[config.mk]
export PLATFORM = sky130hd
export DESIGN_NAME = ysyx_24100006_scoreboard_flat
export DESIGN_NICKNAME = d
export VERILOG_FILES = /design/src/rtl/ysyx_24100006_scoreboard_if.sv /design/src/rtl/ysyx_24100006_scoreboard.sv /design/src/flat_wrapper.sv
export SDC_FILE = /design/constraint.sdc
export NUM_CORES = 1
export LEC_CHECK = 0
export CORE_UTILIZATION = 35
export CTS_BUF_LIST = sky130_fd_sc_hd__clkbuf_16
export DETAILED_ROUTE_END_ITERATION = 12
export SYNTH_ARGS = -nofsm -noshare
export SYNTH_HDL_FRONTEND = slang
export SYNTH_SLANG_ARGS = --single-unit
[constraint.sdc]
create_clock -name clk -period 5.1 [get_ports clk]
set_input_delay 1.53 -clock clk [delete_from_list [all_inputs] [get_ports clk]]
set_output_delay 1.53 -clock clk [all_outputs]
set_load 0.005 [all_outputs]
[src/rtl/ysyx_24100006_scoreboard_if.sv]
// ysyx_24100006_scoreboard_if: ID/WB request and stall/status bundle between pipeline control and the GPR scoreboard.
interface ysyx_24100006_scoreboard_if #(
   parameter int NREG  = 16,
   parameter int AW    = 4,
   parameter int OUT_W = 4
);
   logic            id_valid;
   logic            ex_ready;
   logic [AW-1:0]   id_rs1;
   logic            id_rs1_ren;
   logic [AW-1:0]   id_rs2;
   logic            id_rs2_ren;
   logic [AW-1:0]   id_rd;
   logic            id_wen;
   logic            wb_valid;
   logic [AW-1:0]   wb_rd;
   logic            wb_wen;
   logic            stall_id;
   logic            issue_fire;
   logic [NREG-1:0] busy_vec;
   logic [OUT_W-1:0] outstanding;
   logic            pipe_idle;
   logic            err_underflow;
   modport master (
      output id_valid, ex_ready, id_rs1, id_rs1_ren, id_rs2, id_rs2_ren, id_rd, id_wen,
             wb_valid, wb_rd, wb_wen,
      input  stall_id, issue_fire, busy_vec, outstanding, pipe_idle, err_underflow
   );
   modport slave (
      input  id_valid, ex_ready, id_rs1, id_rs1_ren, id_rs2, id_rs2_ren, id_rd, id_wen,
             wb_valid, wb_rd, wb_wen,
      output stall_id, issue_fire, busy_vec, outstanding, pipe_idle, err_underflow
   );
endinterface

[src/rtl/ysyx_24100006_scoreboard.sv]
// ysyx_24100006_scoreboard: per-GPR pending-writer counters that stall ID on RAW hazards or saturated destinations.
module ysyx_24100006_scoreboard #(
   parameter int NREG  = 16,
   parameter int AW    = 4,
   parameter int CNT_W = 2,
   parameter int OUT_W = 4
) (
   input logic clk,
   input logic rst_n,
   ysyx_24100006_scoreboard_if.slave sb
);
   logic [CNT_W-1:0] cnt_q [NREG];
   logic [CNT_W-1:0] cnt_d [NREG];
   logic [OUT_W-1:0] out_q, out_d;
   logic             err_q;
   logic             src1_hit, src2_hit, dst_sat, inc, dec, udf, wb_hit;
   logic [NREG-1:0]  inc_v, dec_v, busy;
   assign src1_hit = sb.id_rs1_ren && sb.id_rs1 != '0 && cnt_q[sb.id_rs1] != '0;
   assign src2_hit = sb.id_rs2_ren && sb.id_rs2 != '0 && cnt_q[sb.id_rs2] != '0;
   assign dst_sat  = sb.id_wen && sb.id_rd != '0 && cnt_q[sb.id_rd] == '1;
   assign sb.stall_id   = sb.id_valid && (src1_hit || src2_hit || dst_sat);
   assign sb.issue_fire = sb.id_valid && sb.ex_ready && !sb.stall_id;
   assign inc    = sb.issue_fire && sb.id_wen && sb.id_rd != '0;
   assign wb_hit = sb.wb_valid && sb.wb_wen && sb.wb_rd != '0;
   // a writeback against an empty counter is ignored and only flagged
   assign udf    = wb_hit && cnt_q[sb.wb_rd] == '0;
   assign dec    = wb_hit && !udf;
   assign inc_v  = inc ? NREG'(1) << sb.id_rd : '0;
   assign dec_v  = dec ? NREG'(1) << sb.wb_rd : '0;
   always_comb begin
      for (int i = 0; i < NREG; i++) begin
         cnt_d[i] = inc_v[i] && !dec_v[i] ? cnt_q[i] + CNT_W'(1) :
                    dec_v[i] && !inc_v[i] ? cnt_q[i] - CNT_W'(1) : cnt_q[i];
         busy[i]  = i != 0 && cnt_q[i] != '0;
      end
   end
   assign out_d = inc && !dec ? out_q + OUT_W'(1) :
                  dec && !inc ? out_q - OUT_W'(1) : out_q;
   always_ff @(posedge clk or negedge rst_n) begin
      if (!rst_n) begin
         for (int i = 0; i < NREG; i++) cnt_q[i] <= '0;
         out_q <= '0;
         err_q <= 1'b0;
      end else begin
         cnt_q <= cnt_d;
         out_q <= out_d;
         err_q <= err_q || udf;
      end
   end
   assign sb.busy_vec      = busy;
   assign sb.outstanding   = out_q;
   assign sb.pipe_idle     = out_q == '0;
   assign sb.err_underflow = err_q;
endmodule

[src/flat_wrapper.sv]
// flat-port wrapper written by rule: the top's interface ports become plain ports
module ysyx_24100006_scoreboard_flat 
#(
   parameter int NREG  = 16,
   parameter int AW    = 4,
   parameter int CNT_W = 2,
   parameter int OUT_W = 4
)
  (clk, rst_n, sb_id_valid, sb_ex_ready, sb_id_rs1, sb_id_rs1_ren, sb_id_rs2, sb_id_rs2_ren, sb_id_rd, sb_id_wen, sb_wb_valid, sb_wb_rd, sb_wb_wen, sb_stall_id, sb_issue_fire, sb_busy_vec, sb_outstanding, sb_pipe_idle, sb_err_underflow);
  ysyx_24100006_scoreboard_if #(.NREG(NREG), .AW(AW), .OUT_W(OUT_W)) sb_i ();
  input logic clk;
  input logic rst_n;
  input wire logic [$bits(sb_i.id_valid)-1:0] sb_id_valid;
  input wire logic [$bits(sb_i.ex_ready)-1:0] sb_ex_ready;
  input wire logic [$bits(sb_i.id_rs1)-1:0] sb_id_rs1;
  input wire logic [$bits(sb_i.id_rs1_ren)-1:0] sb_id_rs1_ren;
  input wire logic [$bits(sb_i.id_rs2)-1:0] sb_id_rs2;
  input wire logic [$bits(sb_i.id_rs2_ren)-1:0] sb_id_rs2_ren;
  input wire logic [$bits(sb_i.id_rd)-1:0] sb_id_rd;
  input wire logic [$bits(sb_i.id_wen)-1:0] sb_id_wen;
  input wire logic [$bits(sb_i.wb_valid)-1:0] sb_wb_valid;
  input wire logic [$bits(sb_i.wb_rd)-1:0] sb_wb_rd;
  input wire logic [$bits(sb_i.wb_wen)-1:0] sb_wb_wen;
  output wire logic [$bits(sb_i.stall_id)-1:0] sb_stall_id;
  output wire logic [$bits(sb_i.issue_fire)-1:0] sb_issue_fire;
  output wire logic [$bits(sb_i.busy_vec)-1:0] sb_busy_vec;
  output wire logic [$bits(sb_i.outstanding)-1:0] sb_outstanding;
  output wire logic [$bits(sb_i.pipe_idle)-1:0] sb_pipe_idle;
  output wire logic [$bits(sb_i.err_underflow)-1:0] sb_err_underflow;
  assign sb_i.id_valid = sb_id_valid;
  assign sb_i.ex_ready = sb_ex_ready;
  assign sb_i.id_rs1 = sb_id_rs1;
  assign sb_i.id_rs1_ren = sb_id_rs1_ren;
  assign sb_i.id_rs2 = sb_id_rs2;
  assign sb_i.id_rs2_ren = sb_id_rs2_ren;
  assign sb_i.id_rd = sb_id_rd;
  assign sb_i.id_wen = sb_id_wen;
  assign sb_i.wb_valid = sb_wb_valid;
  assign sb_i.wb_rd = sb_wb_rd;
  assign sb_i.wb_wen = sb_wb_wen;
  assign sb_stall_id = sb_i.stall_id;
  assign sb_issue_fire = sb_i.issue_fire;
  assign sb_busy_vec = sb_i.busy_vec;
  assign sb_outstanding = sb_i.outstanding;
  assign sb_pipe_idle = sb_i.pipe_idle;
  assign sb_err_underflow = sb_i.err_underflow;
  ysyx_24100006_scoreboard #(.NREG(NREG), .AW(AW), .CNT_W(CNT_W), .OUT_W(OUT_W)) u_core (.clk(clk), .rst_n(rst_n), .sb(sb_i));
endmodule
==> metrics.cfg <==
[timing]
tns_ns=0
final.min_clock_period_ns=5.02
setup_violations=0
fin_crit_sh_pct=98.5
worstMarginPinSlew_ns=0.850
drv_slew=0
rsz0062_at_grt=true
max_slew_margin_pct=43.4
max_freq_mhz=199
skew_ns=0.00356
timing.final.hold_violations=0

[detailed_routing]
drc=0
vias=2670
drtIter0Drc=137
avgViaCountPerCell=5.34
ant_nets=0
drtPass1Iterations=5
totalWireLength_um=8350
wire_per_inst_um=16.7

[grt]
grt_pass1_vias=2599
grt_overflow=0
grtUsageTotal_pct=20.5
antenna_found_initial=0
grt_max_degree=38
grt_pass1_wl_um=13600

[final_layout]
layout.nets=439
area_growth_pct=32.1
drive_gt1_share_pct=16.5
layoutNonFillerInstCount=500
diodes=0
fin_area_um2=3870

[setup_path]
startpoint_type=input pin
cp.arrival_ns=3.49
worst_path_most_repeated_cell=buf_4
path_max_fanout=4
slowest_delay_ns=0.46
worstSetupEndpointType=output port
crit_family=buffers and inverters
required_ns=3.57
cp_num_buf_inv=4
crit_chain=buf_2, buf_4, nor3_2, a21oi_1, mux4_2, and3_4, a211o_1, buf_4, o21a_1, dlygate4sd2_1
crit_path_top_delay_cell=mux4_2
critPathKind=in -> out

[run]
cap_viol_max_count=0

[logic_synthesis]
synth_most_common_cell=nor2_1
synth_area_um2=2930
async_flop_share_pct=100
synth_commonest_cells=38 x nor2_1, 37 x dfrtp_1, 33 x xor2_1, 28 x nand2_1
synth-seq-cells=37
ys_warn_count=0
synth_cell_types=53
yosys.area.top_type_share_pct=31.6
syn_avg_cell_area_um2=9.08
synth.largest_area_cell=dfrtp_1
seq_area_frac_synth_pct=31.6
synth-edff-count=0
synth_ff_type=dfrtp_1
synthCells=323
synthTopCellsByArea=dfrtp_1 32%, xor2_1 9.9%, ha_1 8.1%

[placement]
dp.cells=489
io_buffers=47
hpwl_um=6360
placed_cell_area_um2=3660
gp_congestion=0.882

[floorplan]
die_area_um2=8750
coreArea_um2=8180
fp.dieH_um=93.5
fp-row-count=33
fp.dieW_um=93.5
io_pins=49
start_util_pct=35.9

[pwr]
finalPower_uw=1790
intPower_uw=1100
switching_share_pct=38.7
p_clk_share_pct=16.6
sequentialPowerShare_pct=34.3
leakage_uw=0.00169
p_switching_uw=694
p_comb_share_pct=49.1
ir_drop_v=0.000187
pwr_density_cell_nw_per_um2=463

[cts]
numCtsBuffers=5
clk_path_buf_depth=2
cts_root_buf=clkbuf_16
cts_max_level=2
cts_tree=built
path_clk_slew_ns=0.06
cts_hold_buf=0
clk_latency_ns=0.28
cts_sinks=37

[outcome]
status=complete, no violations

[hold_path]
worstHoldPathType=reg -> reg

registers in the layout (all words and copies together) (netlist names):
signal                   flops
u_core.sb.err_underflow      1
u_core.cnt_q                32
u_core.sb.outstanding        4
cells by family after synthesis:
logic type      count (synthesis)  synth area share (%)
fa+ha+maj                      20                  8.79
buf+inv                        27                  4.23
compound gates                 41                  9.43
flops                          37                  31.6
mux                            10                  6.23
other cells                     2                 0.256
simple gates                  134                  23.9
xor+xnor                       52                  15.5
cells in the final DEF, fill, tap and decap left out, types with 4 or more instances in the layout:
master	Yosys	routed
nand3_1	15	15
buf_4	1	29
dlygate4sd2_1	0	6
nand4_1	4	4
nor2b_1	4	4
nor2_1	38	37
o21ai_0	8	8
nand2_1	28	28
inv_1	14	15
dfrtp_1	37	37
or3_1	5	5
nand4b_1	4	4
a211oi_1	4	4
clkdlybuf4s50_1	0	38
nor4_1	7	7
xnor2_1	19	19
ha_1	19	19
nor3_1	8	6
clkbuf_16	0	5
mux4_2	5	5
a21oi_1	8	8
xor2_1	33	33
layout make-up:
type                       count  area (um^2)
clock buffer                   5          125
clock inverter                 3         13.8
fill                         791         4300
inverter                      14         52.6
multi-input combinational    260         1950
sequential                    37          926
tap                          105          131
timing repair buffer          76          673
through the flow:
stage | setup WS, ns | util [%] | hold slack, ns
after detailed placement | -0.528 | 44.7 | 0.468
after global placement | -0.520 | 44.7 | 0.462
final | 0.0776 | 47.4 | 0.487
after CTS | 0.0602 | 47.1 | 0.485
after global routing | -0.0188 | 47.4 | 0.507
after floorplan | 0.105 | - | 0.456
metal layers:
layer,vias to the layer above,track usage (%),wire length (um)
met3,20,4.23,608
li1,1284,-,-
met5,-,0,0
met4,0,7.18,162
met2,117,31.8,3780
met1,1249,28.2,3790
power groups by stage:
| stage | clock network [uW] | logic [uW] | registers (uW) |
|---|---|---|---|
| 2_1_floorplan | 0 | 487 | 574 |
| 3_3_place_gp | 0 | 839 | 609 |
| 3_5_place_dp | 0 | 849 | 616 |
| 4_1_cts | 305 | 878 | 614 |
| 5_1_grt | 323 | 960 | 639 |
| 6_report | 297 | 879 | 615 |
worst reg2reg max path: stages (launching register included):
cell	delay [ns]
dfrtp_1	0.42
or2_1	0.34
mux2_2	0.31
mux4_2	0.45
and3_4	0.19
a211o_1	0.24
buf_4	0.15
nor3_1	0.32
buf_4	0.18
ha_1	0.15
inv_1	0.06
ha_1	0.27
a21o_1	0.17
a21oi_1	0.17
xnor2_1	0.14
nor2_1	0.06
xor2_1	0.14
final timing paths:
| path | slack, ns | from | to | cells after the start |
|---|---|---|---|---|
| setup / recovery | 0.08 | sb_id_rs1[0] | sb_stall_id | 10 |
| hold reg to reg | 0.49 | u_core.sb.err_underflow | u_core.sb.err_underflow | 1 |
| min in group asynchronous | 1.35 | rst_n | u_core.cnt_q[5] | 1 |
| max in group asynchronous | 3.21 | rst_n | u_core.cnt_q[22] | 1 |
| setup reg to reg | 1.22 | u_core.cnt_q[8] | u_core.sb.outstanding[3] | 16 |
| hold / removal | 0.49 | u_core.sb.err_underflow | u_core.sb.err_underflow | 1 |
repair_timing:
action	CTS	global route
pin swaps	2	1
buffers inserted	3	0
resized for setup	19	3
setup endpoints to repair	2	2
Power figures use the tool's default switching activity.
